File: src/rtl/sst_pkg.sv
// sst_pkg: state encoding and default sizing shared by the save-state
// stream controller. Imported with import sst_pkg::*.
package sst_pkg;

  localparam int SST_REGS_DEF = 128;

  typedef enum logic [2:0] {
    IDLE,
    S_SETTLE,
    S_SEND,
    L_RECV,
    L_WRITE,
    CHK,
    DONE
  } sst_state_t;

endpackage

File: src/rtl/sst_stream_ctrl_if.sv
// sst_stream_ctrl_if: mapper save-state bus plus tx/rx byte streams.
// master = controller side, slave = mapper / stream side.
interface sst_stream_ctrl_if;

  logic       sst_act;
  logic [7:0] sst_addr;
  logic [7:0] sst_dato;
  logic       sst_we_reg;
  logic [7:0] sst_di;

  logic [7:0] tx_data;
  logic       tx_valid;
  logic       tx_ready;

  logic [7:0] rx_data;
  logic       rx_valid;
  logic       rx_ready;

  modport master (
    output sst_act, sst_addr, sst_dato, sst_we_reg,
    output tx_data, tx_valid, rx_ready,
    input  sst_di, tx_ready, rx_data, rx_valid
  );

  modport slave (
    input  sst_act, sst_addr, sst_dato, sst_we_reg,
    input  tx_data, tx_valid, rx_ready,
    output sst_di, tx_ready, rx_data, rx_valid
  );

endinterface

File: src/rtl/sst_stream_ctrl.sv
// sst_stream_ctrl: walks mapper save-state registers, streaming them out
// (save) or writing a byte stream back (restore). Ports: clk, rst_n,
// save_req, load_req, busy, done, err, bus (sst_stream_ctrl_if.master).
// Optional SST_CRC_EN appends / verifies an 8-bit mod-256 byte sum.
module sst_stream_ctrl
  import sst_pkg::*;
#(
  parameter int SST_REGS = SST_REGS_DEF,
  parameter int SETTLE   = 2,
  parameter int WE_HOLD  = 4
) (
  input  logic clk,
  input  logic rst_n,
  input  logic save_req,
  input  logic load_req,
  output logic busy,
  output logic done,
  output logic err,
  sst_stream_ctrl_if.master bus
);

  localparam logic [7:0] LAST  = 8'(SST_REGS - 1);
  localparam logic [3:0] SET_L = 4'(SETTLE - 1);
  localparam logic [3:0] WE_L  = 4'(WE_HOLD - 1);

  sst_state_t state_q, state_d;
  logic [7:0] addr_q, addr_d;
  logic [7:0] dato_q, dato_d;
  logic [7:0] txd_q, txd_d;
  logic [3:0] cnt_q, cnt_d;
  logic       we_q, we_d;
  logic       txv_q, txv_d;
  logic       rxr_q, rxr_d;
  logic       busy_q, busy_d;
  logic       done_q, done_d;
  logic       fin;
`ifdef SST_CRC_EN
  logic [7:0] sum_q, sum_d;
  logic       save_q, save_d;
  logic       err_q, err_d;
`endif

  always_ff @(posedge clk or negedge rst_n) begin
    if (!rst_n) begin
      state_q <= IDLE;
      addr_q  <= '0;
      dato_q  <= '0;
      txd_q   <= '0;
      cnt_q   <= '0;
      we_q    <= 1'b0;
      txv_q   <= 1'b0;
      rxr_q   <= 1'b0;
      busy_q  <= 1'b0;
      done_q  <= 1'b0;
`ifdef SST_CRC_EN
      sum_q   <= '0;
      save_q  <= 1'b0;
      err_q   <= 1'b0;
`endif
    end else begin
      state_q <= state_d;
      addr_q  <= addr_d;
      dato_q  <= dato_d;
      txd_q   <= txd_d;
      cnt_q   <= cnt_d;
      we_q    <= we_d;
      txv_q   <= txv_d;
      rxr_q   <= rxr_d;
      busy_q  <= busy_d;
      done_q  <= done_d;
`ifdef SST_CRC_EN
      sum_q   <= sum_d;
      save_q  <= save_d;
      err_q   <= err_d;
`endif
    end
  end

  always_comb begin
    state_d = state_q;
    addr_d  = addr_q;
    dato_d  = dato_q;
    txd_d   = txd_q;
    cnt_d   = cnt_q;
    we_d    = we_q;
    txv_d   = txv_q;
    rxr_d   = rxr_q;
    busy_d  = busy_q;
    done_d  = 1'b0;
    fin     = 1'b0;
`ifdef SST_CRC_EN
    sum_d   = sum_q;
    save_d  = save_q;
    err_d   = err_q;
`endif
    unique case (state_q)
      IDLE: begin
        addr_d = '0;
        cnt_d  = '0;
        if (save_req) begin
          state_d = S_SETTLE;
          busy_d  = 1'b1;
`ifdef SST_CRC_EN
          sum_d   = '0;
          save_d  = 1'b1;
          err_d   = 1'b0;
`endif
        end else if (load_req) begin
          state_d = L_RECV;
          busy_d  = 1'b1;
          rxr_d   = 1'b1;
`ifdef SST_CRC_EN
          sum_d   = '0;
          save_d  = 1'b0;
          err_d   = 1'b0;
`endif
        end
      end
      S_SETTLE: begin
        if (cnt_q == SET_L) begin
          cnt_d   = '0;
          txd_d   = bus.sst_di;
          txv_d   = 1'b1;
          state_d = S_SEND;
        end else begin
          cnt_d = cnt_q + 4'd1;
        end
      end
      S_SEND: begin
        if (bus.tx_ready) begin
          txv_d = 1'b0;
`ifdef SST_CRC_EN
          sum_d = sum_q + txd_q;
`endif
          if (addr_q == LAST) begin
            state_d = CHK;
`ifdef SST_CRC_EN
            txd_d   = sum_q + txd_q;
            txv_d   = 1'b1;
`endif
          end else begin
            addr_d  = addr_q + 8'd1;
            state_d = S_SETTLE;
          end
        end
      end
      L_RECV: begin
        if (bus.rx_valid) begin
          dato_d  = bus.rx_data;
          rxr_d   = 1'b0;
          we_d    = 1'b1;
          cnt_d   = '0;
          state_d = L_WRITE;
`ifdef SST_CRC_EN
          sum_d   = sum_q + bus.rx_data;
`endif
        end
      end
      L_WRITE: begin
        if (cnt_q == WE_L) begin
          we_d  = 1'b0;
          cnt_d = '0;
          if (addr_q == LAST) begin
            state_d = CHK;
`ifdef SST_CRC_EN
            rxr_d   = 1'b1;
`endif
          end else begin
            addr_d  = addr_q + 8'd1;
            rxr_d   = 1'b1;
            state_d = L_RECV;
          end
        end else begin
          cnt_d = cnt_q + 4'd1;
        end
      end
      CHK: begin
`ifdef SST_CRC_EN
        if (save_q) begin
          if (bus.tx_ready) begin
            txv_d = 1'b0;
            fin   = 1'b1;
          end
        end else if (bus.rx_valid) begin
          rxr_d = 1'b0;
          err_d = (bus.rx_data != sum_q);
          fin   = 1'b1;
        end
`else
        fin = 1'b1;
`endif
      end
      DONE: begin
        state_d = IDLE;
      end
      default: begin
        state_d = IDLE;
      end
    endcase
    // busy falls on the same edge that raises done
    if (fin) begin
      state_d = DONE;
      done_d  = 1'b1;
      busy_d  = 1'b0;
      addr_d  = '0;
    end
  end

  assign busy           = busy_q;
  assign done           = done_q;
  assign bus.sst_act    = busy_q;
  assign bus.sst_addr   = addr_q;
  assign bus.sst_dato   = dato_q;
  assign bus.sst_we_reg = we_q;
  assign bus.tx_data    = txd_q;
  assign bus.tx_valid   = txv_q;
  assign bus.rx_ready   = rxr_q;
`ifdef SST_CRC_EN
  assign err = err_q;
`else
  assign err = 1'b0;
`endif

endmodule

File: src/flat_wrapper.sv
// flat-port wrapper written by rule: the top's interface ports become plain ports
module sst_stream_ctrl_flat import sst_pkg::*;
#(
  parameter int SST_REGS = SST_REGS_DEF,
  parameter int SETTLE   = 2,
  parameter int WE_HOLD  = 4
)
  (clk, rst_n, save_req, load_req, busy, done, err, bus_sst_act, bus_sst_addr, bus_sst_dato, bus_sst_we_reg, bus_tx_data, bus_tx_valid, bus_rx_ready, bus_sst_di, bus_tx_ready, bus_rx_data, bus_rx_valid);
  sst_stream_ctrl_if bus_i ();
  input  logic clk;
  input  logic rst_n;
  input  logic save_req;
  input  logic load_req;
  output logic busy;
  output logic done;
  output logic err;
  output wire logic [$bits(bus_i.sst_act)-1:0] bus_sst_act;
  output wire logic [$bits(bus_i.sst_addr)-1:0] bus_sst_addr;
  output wire logic [$bits(bus_i.sst_dato)-1:0] bus_sst_dato;
  output wire logic [$bits(bus_i.sst_we_reg)-1:0] bus_sst_we_reg;
  output wire logic [$bits(bus_i.tx_data)-1:0] bus_tx_data;
  output wire logic [$bits(bus_i.tx_valid)-1:0] bus_tx_valid;
  output wire logic [$bits(bus_i.rx_ready)-1:0] bus_rx_ready;
  input wire logic [$bits(bus_i.sst_di)-1:0] bus_sst_di;
  input wire logic [$bits(bus_i.tx_ready)-1:0] bus_tx_ready;
  input wire logic [$bits(bus_i.rx_data)-1:0] bus_rx_data;
  input wire logic [$bits(bus_i.rx_valid)-1:0] bus_rx_valid;
  assign bus_sst_act = bus_i.sst_act;
  assign bus_sst_addr = bus_i.sst_addr;
  assign bus_sst_dato = bus_i.sst_dato;
  assign bus_sst_we_reg = bus_i.sst_we_reg;
  assign bus_tx_data = bus_i.tx_data;
  assign bus_tx_valid = bus_i.tx_valid;
  assign bus_rx_ready = bus_i.rx_ready;
  assign bus_i.sst_di = bus_sst_di;
  assign bus_i.tx_ready = bus_tx_ready;
  assign bus_i.rx_data = bus_rx_data;
  assign bus_i.rx_valid = bus_rx_valid;
  sst_stream_ctrl #(.SST_REGS(SST_REGS), .SETTLE(SETTLE), .WE_HOLD(WE_HOLD)) u_core (.clk(clk), .rst_n(rst_n), .save_req(save_req), .load_req(load_req), .busy(busy), .done(done), .err(err), .bus(bus_i));
endmodule
File: config.mk
export PLATFORM = sky130hd
export DESIGN_NAME = sst_stream_ctrl_flat
export DESIGN_NICKNAME = d
export VERILOG_FILES = /design/src/rtl/sst_pkg.sv /design/src/rtl/sst_stream_ctrl_if.sv /design/src/rtl/sst_stream_ctrl.sv /design/src/flat_wrapper.sv
export SDC_FILE = /design/constraint.sdc
export NUM_CORES = 1
export LEC_CHECK = 0
export ABC_AREA = 1
export ABC_CLOCK_PERIOD_IN_PS = 1500
export BUFFER_PORTS_ARGS = -buffer_cell sky130_fd_sc_hd__buf_2
export CAP_MARGIN = 20
export CORE_UTILIZATION = 30
export CTS_BUF_LIST = sky130_fd_sc_hd__clkbuf_8
export CTS_CLUSTER_SIZE = 25
export DETAILED_ROUTE_END_ITERATION = 10
export SYNTH_ARGS = -nofsm -noshare
export SYNTH_HDL_FRONTEND = slang
export SYNTH_SLANG_ARGS = --single-unit
File: constraint.sdc
create_clock -name clk -period 1.5 [get_ports clk]
set_input_delay 0.15 -clock clk [delete_from_list [all_inputs] [get_ports clk]]
set_output_delay 0.15 -clock clk [all_outputs]
set_load 0.005 [all_outputs]
==> reports/results.tsv, run 1 <==
metric	value	unit
status	completed	
firstDrtPassIters	4	
crit_path_cell_trace	inv_1, ha_1, nand3_1, nand2_1, nand2_1, nor2_2, nand2_1, nand2_1	
vias	1775	
ant_nets	0	
peakVddDrop	0.000717	V
crit_path_max_incr_delay	0.41	ns
cellPowerDensity	1780	nW/um^2
min_period	1.40	ns
power.internal	2.89	mW
die_area	7470	um^2
worstPathRequired	1.73	ns
pin_count	53	
synth_top_area_share	42.1	%
post-place-ws	0.0240	ns
antenna_found_initial	0	
grt_start_max_net_pins	37	
core_area	6830	um^2
grt_pass1_wl	7830	um
yosysWarnings	0	
avgSynthCellArea	8.66	um^2
syn_nets	272	
yosysSeqAreaShare	42.1	%
wl	4570	um
fin_crit_sh	93.0	%
vias_per_cell	4.27	
finish.net_count	345	
port_buffers	51	
critPathMaxFanout	4	
num_rows	30	
seqPwrFrac	32.3	%
htreeDepth	2	
timing_hold_violations_final	0	
synth_cell_types	28	
p_leak	1.50	nW
p_comb_share	52.0	%
drc	0	
clkPwrFrac	15.7	%
grt_pass1_vias	1747	
insertion_delay	0.29	ns
final_cells	416	
fp.dieH	86.4	um
path_class	reg2reg	
layout_commonest_cell	nand2_1	
gp_congestion	0.842	
mostFrequentLayoutCells	77 x nand2_1, 51 x buf_2, 35 x dfrtp_1, 28 x inv_1	
maxSlewViolCount	0	
hpwl	3310	um
skew	0.00836	ns
post_drt_wl_per_cell	11.0	um
end_kind	register	
grtUsageTotal	13.5	%
setup-violations-final	0	
drive_gt1_share	38.8	%
synth_top_area_cell	dfrtp_1	
cap_violations	0	
p_sw_share	40.7	%
critPathMostFrequentCell	nand2_1	
ys_ff_latch	36	
diodes	0	
crit_path_top_delay_cell	dfrtp_1	
drt-initial-drc-count	104	
syn2layout_area_growth	28.3	%
die-width	86.4	um
clock-root-buffer	clkbuf_8	
start_util	31.3	%
cts.path.max_buffers	2	
synth_cells	247	
cts_inserted_buffers	5	
yosys-top-cells-area	dfrtp_1 42%, nand2_1 14%, mux2_4 5.6%, inv_1 4.9%, nand3_1 4.7%	
clk_pin_slew	0.07	ns
cts_tree	done	
final.fill_count	727	
hp-class	in2reg	
max_freq	717	MHz
worst_slack	0.104	ns
grt-ovfl-total	0	
post-place-cells	403	
p_switching	1.98	mW
cts_sinks	36	
worstPathArrival	1.62	ns
synthesis.area	2140	um^2
start_kind	register	
## area by class of cell
type                            instances  area (um^2)  area share (%)
Clock buffer                            7         96.3            3.51
Inverter                               31          129            4.70
Multi-Input combinational cell        174         1070            38.9
Sequential cell                        36          902            32.9
Tap cell                               96          120            4.38
Timing Repair Buffer                   72          428            15.6
## critical path, delay by kind of cell (launching register included)
| kind | cells | cell delay (ns) |
|---|---|---|
| and+or+nand+nor | 6 | 0.67 |
| DFF | 1 | 0.41 |
| buffers and inverters | 1 | 0.06 |
| adders and majority gates | 1 | 0.20 |
## cell usage after synthesis, drive strengths merged
cell	instances
o21bai	2
dfrtp	36
o21ai	18
a21oi	4
mux2	8
buf	6
nor2	23
nand4	1
ha	3
conb	1
nand3	23
o31ai	1
nor3b	2
inv	31
nand2	86
xor2	2
## path summary, 6_finish.rpt
| kind | slack (ns) | cells past startpoint | from | end |
|---|---|---|---|---|
| max in group asynchronous | 0.72 | 3 | rst_n | u_core.cnt_q[3] |
| worst max register to register | 0.10 | 8 | u_core.cnt_q[1] | u_core.state_q[0] |
| worst min-delay path | 0.09 | 2 | bus_rx_data[6] | u_core.bus.sst_dato[6] |
| worst max-delay path | 0.10 | 8 | u_core.cnt_q[1] | u_core.state_q[0] |
| min in group asynchronous | 0.43 | 3 | rst_n | u_core.done |
| worst min register to register | 0.48 | 2 | u_core.bus.tx_data[4] | u_core.bus.tx_data[4] |
## metrics by stage
| step | hold slack [ns] | TNS (ns) | power (mW) | utilization [%] | instance area [um^2] |
|---|---|---|---|---|---|
| global placement | 0.236 | 0 | 4.04 | 37.6 | 2570 |
| CTS | 0.0795 | 0 | 4.87 | 39.1 | 2670 |
| finish | 0.0887 | 0 | 4.87 | 40.2 | 2740 |
| floorplan | -0.146 | 0 | 3.33 | - | 2140 |
| global route | 0.0766 | -0.0308 | 5.33 | 40.2 | 2740 |
| detailed placement | 0.231 | 0 | 4.05 | 37.6 | 2570 |
## kinds of logic (layout without fill, tap and decap cells)
group                      after synthesis  after routing  share of synthesized area, %
AOI/OAI and AO/OA                       25             25                          7.78
xor gates and xnor gates                 2              2                         0.819
adders and majority gates                3              3                          1.76
and+or+nand+nor                        135            135                          32.9
other                                    1              1                         0.175
muxes                                    8              8                          5.62
buffers and inverters                   37            110                          8.84
DFF                                     36             36                          42.1
## timing repair
item,CTS,global route
pin swaps,0,4
endpoints found under the hold margin,36,0
setup endpoints to repair,1,14
hold buffers,1,0
setup buffers,0,5
gates resized for setup,1,7
## power by group through the flow
stage	combinational [mW]	sequential (mW)	clock, mW
global placement	2.45	1.59	0
finish	2.53	1.57	0.765
CTS	2.48	1.58	0.803
global route	2.84	1.62	0.863
floorplan	1.75	1.58	0
detailed placement	2.47	1.58	0
## routing by layer
| metal | track usage (%) | vias up | share of wire (%) |
|---|---|---|---|
| met2 | 21.5 | 42 | 48 |
| li1 | - | 917 | - |
| met3 | 3.52 | 5 | 5.0 |
| met1 | 17.8 | 811 | 46 |
| met4 | 4.70 | 0 | 1.3 |
| met5 | 0 | - | 0 |
Note: power is estimated with default switching activity, not from simulation.
==> run 2: changes to the inputs <==
RECOVER_POWER = 25   (was not set)
==> run 2 against run 1 <==
Power about the same; clock power is essentially flat; via count unchanged; critical path depth is the same; first-iteration DRC count is the same; clock-buffer cell count unchanged; fmax unchanged; routed wire length barely moved; cell count stayed put; sequential power barely moved; utilization barely moved; largest power group unchanged.
==> reports/results.tsv, run 2 (synthesis gave the netlist of run 1 again) <==
metric	value	unit	change
fin_crit_sh	93.0	%	unchanged
hpwl	3310	um	unchanged
cap_violations	0		unchanged
p_leak	1.50	nW	about the same
end_kind	register		unchanged
cts_sinks	36		unchanged
worstPathRequired	1.73	ns	about the same
drt-initial-drc-count	104		unchanged
pin_count	53		unchanged
grtUsageTotal	13.5	%	unchanged
crit_path_max_incr_delay	0.41	ns	about the same
crit_path_cell_trace	inv_1, ha_1, nand3_1, nand2_1, nand2_1, nor2_2, nand2_1, nand2_1		unchanged
power.total	4.87	mW	about the same
tightest_slew	0.907	ns	
min_to	u_core.bus.sst_dato[6]		unchanged
cts.path.max_buffers	2		unchanged
vias_per_cell	4.27		unchanged
wl	4570	um	about the same
worst_slack	0.104	ns	unchanged
r2r-end	u_core.state_q[0]		unchanged
peakVddDrop	0.000717	V	about the same
drive_gt1_share	38.8	%	unchanged
num_rows	30		unchanged
cts_inserted_buffers	5		unchanged
rr_worst_depth	8		unchanged
min_period	1.40	ns	unchanged
cts_tree	done		unchanged
max_freq	717	MHz	unchanged
hold_depth	2		unchanged
port_buffers	51		unchanged
layout_commonest_cell	nand2_1		unchanged
start_kind	register		unchanged
vias	1775		unchanged
fp.dieH	86.4	um	unchanged
timing_hold_violations_final	0		unchanged
start_util	31.3	%	unchanged
die_area	7470	um^2	unchanged
mostFrequentLayoutCells	77 x nand2_1, 51 x buf_2, 35 x dfrtp_1, 28 x inv_1, 19 x nand3_1		was 77 x nand2_1, 51 x buf_2, 35 x dfrtp_1, 28 x inv_1
fin_tns_setup	0	ns	unchanged
finish.net_count	345		unchanged
grt_pass1_wl	7830	um	unchanged
diodes	0		unchanged
core_area	6830	um^2	unchanged
syn2layout_area_growth	28.2	%	was 28.3%
clock-root-buffer	clkbuf_8		unchanged
skew	0.00834	ns	was 0.00836 ns
insertion_delay	0.29	ns	about the same
hp-class	in2reg		unchanged
worstPathArrival	1.62	ns	about the same
min_from	bus_rx_data[6]		unchanged
gp_congestion	0.842		unchanged
grt-ovfl-total	0		unchanged
antenna_found_initial	0		unchanged
drc	0		unchanged
crit_path_top_delay_cell	dfrtp_1		unchanged
grt_pass1_vias	1747		unchanged
critPathMostFrequentCell	nand2_1		unchanged
setup-violations-final	0		unchanged
maxSlewHeadroom	39.5	%	
reg2reg_slack	0.10	ns	about the same
post_drt_wl_per_cell	11.0	um	about the same
status	completed		unchanged
htreeDepth	2		unchanged
final.fill_count	728		was 727
critPathMaxFanout	4		unchanged
ant_nets	0		unchanged
path_class	reg2reg		unchanged
die-width	86.4	um	unchanged
maxSlewViolCount	0		unchanged
clk_pin_slew	0.07	ns	about the same
reg2reg_from	u_core.cnt_q[1]		unchanged
grt_start_max_net_pins	37		unchanged
firstDrtPassIters	4		unchanged
cellPowerDensity	1780	nW/um^2	about the same
post-place-ws	0.0240	ns	unchanged
-- run 2: cell types whose count changed in the layout (fill, tap and decap cells not counted), sizes merged --
| cell | change |
|---|---|
| clkbuf | +1 |
| buf | -1 |
-- run 2: repair_timing --
action,4_1_cts,5_1_grt
buffers inserted,0,5
hold buffers,1,0
setup endpoints to repair,1,14
pin swaps,0,4
hold endpoints to repair,36,0
resized for setup,1,7
-- run 2: worst max-delay path by stage --
stage,from,end,slack (ns),cells past startpoint
6_report,u_core.cnt_q[1],u_core.state_q[0],0.10,8
5_1_grt,u_core.state_q[2],u_core.bus.rx_ready,-0.01,7
4_1_cts,u_core.cnt_q[0],u_core.bus.sst_we_reg,0.05,6
3_5_place_dp,u_core.state_q[2],u_core.bus.sst_we_reg,0.02,6
3_3_place_gp,u_core.state_q[2],u_core.state_q[0],0.06,7
2_1_floorplan,u_core.bus.sst_addr[0],u_core.bus.sst_addr[5],0.13,8
-- run 2: final cells by class --
type                       instances  area, um^2  area share [%]
clock buffer                       7        96.3            3.51
inverter                          31         129            4.70
multi-input combinational        174        1070            39.0
sequential                        36         902            32.9
tap                               96         120            4.38
timing repair buffer              72         425            15.5
-- run 2: metal layers --
| layer | wire (um) | track usage, % | vias to the layer above | part of all wire [%] |
|---|---|---|---|---|
| met4 | 58 | 4.70 | 0 | 1.3 |
| met2 | 2190 | 21.5 | 42 | 48 |
| li1 | - | - | 917 | - |
| met5 | 0 | 0 | - | 0 |
| met3 | 229 | 3.52 | 5 | 5.0 |
| met1 | 2090 | 17.8 | 811 | 46 |
-- run 2: metrics by stage --
step,instances,instance area [um^2],utilization [%],hold slack [ns]
3_5_place_dp,403,2570,37.6,0.231
2_1_floorplan,247,2140,-,-0.146
4_1_cts,411,2670,39.1,0.0795
3_3_place_gp,403,2570,37.6,0.236
5_1_grt,416,2740,40.1,0.0766
6_report,416,2740,40.1,0.0887
-- run 2: worst max-delay path: cells and delay by family, from the launching register on --
family	cells	cell delay, ns
fa+ha+maj	1	0.20
simple gates	6	0.67
flops	1	0.41
buf+inv	1	0.06
-- run 2: power by group --
part           total [mW]  switching [mW]  internal (mW)  leakage [nW]
combinational        2.53            1.39           1.15         0.998
clock               0.765           0.355          0.409        0.0503
sequential           1.57           0.240           1.33         0.453
total                4.87            1.98           2.89          1.50
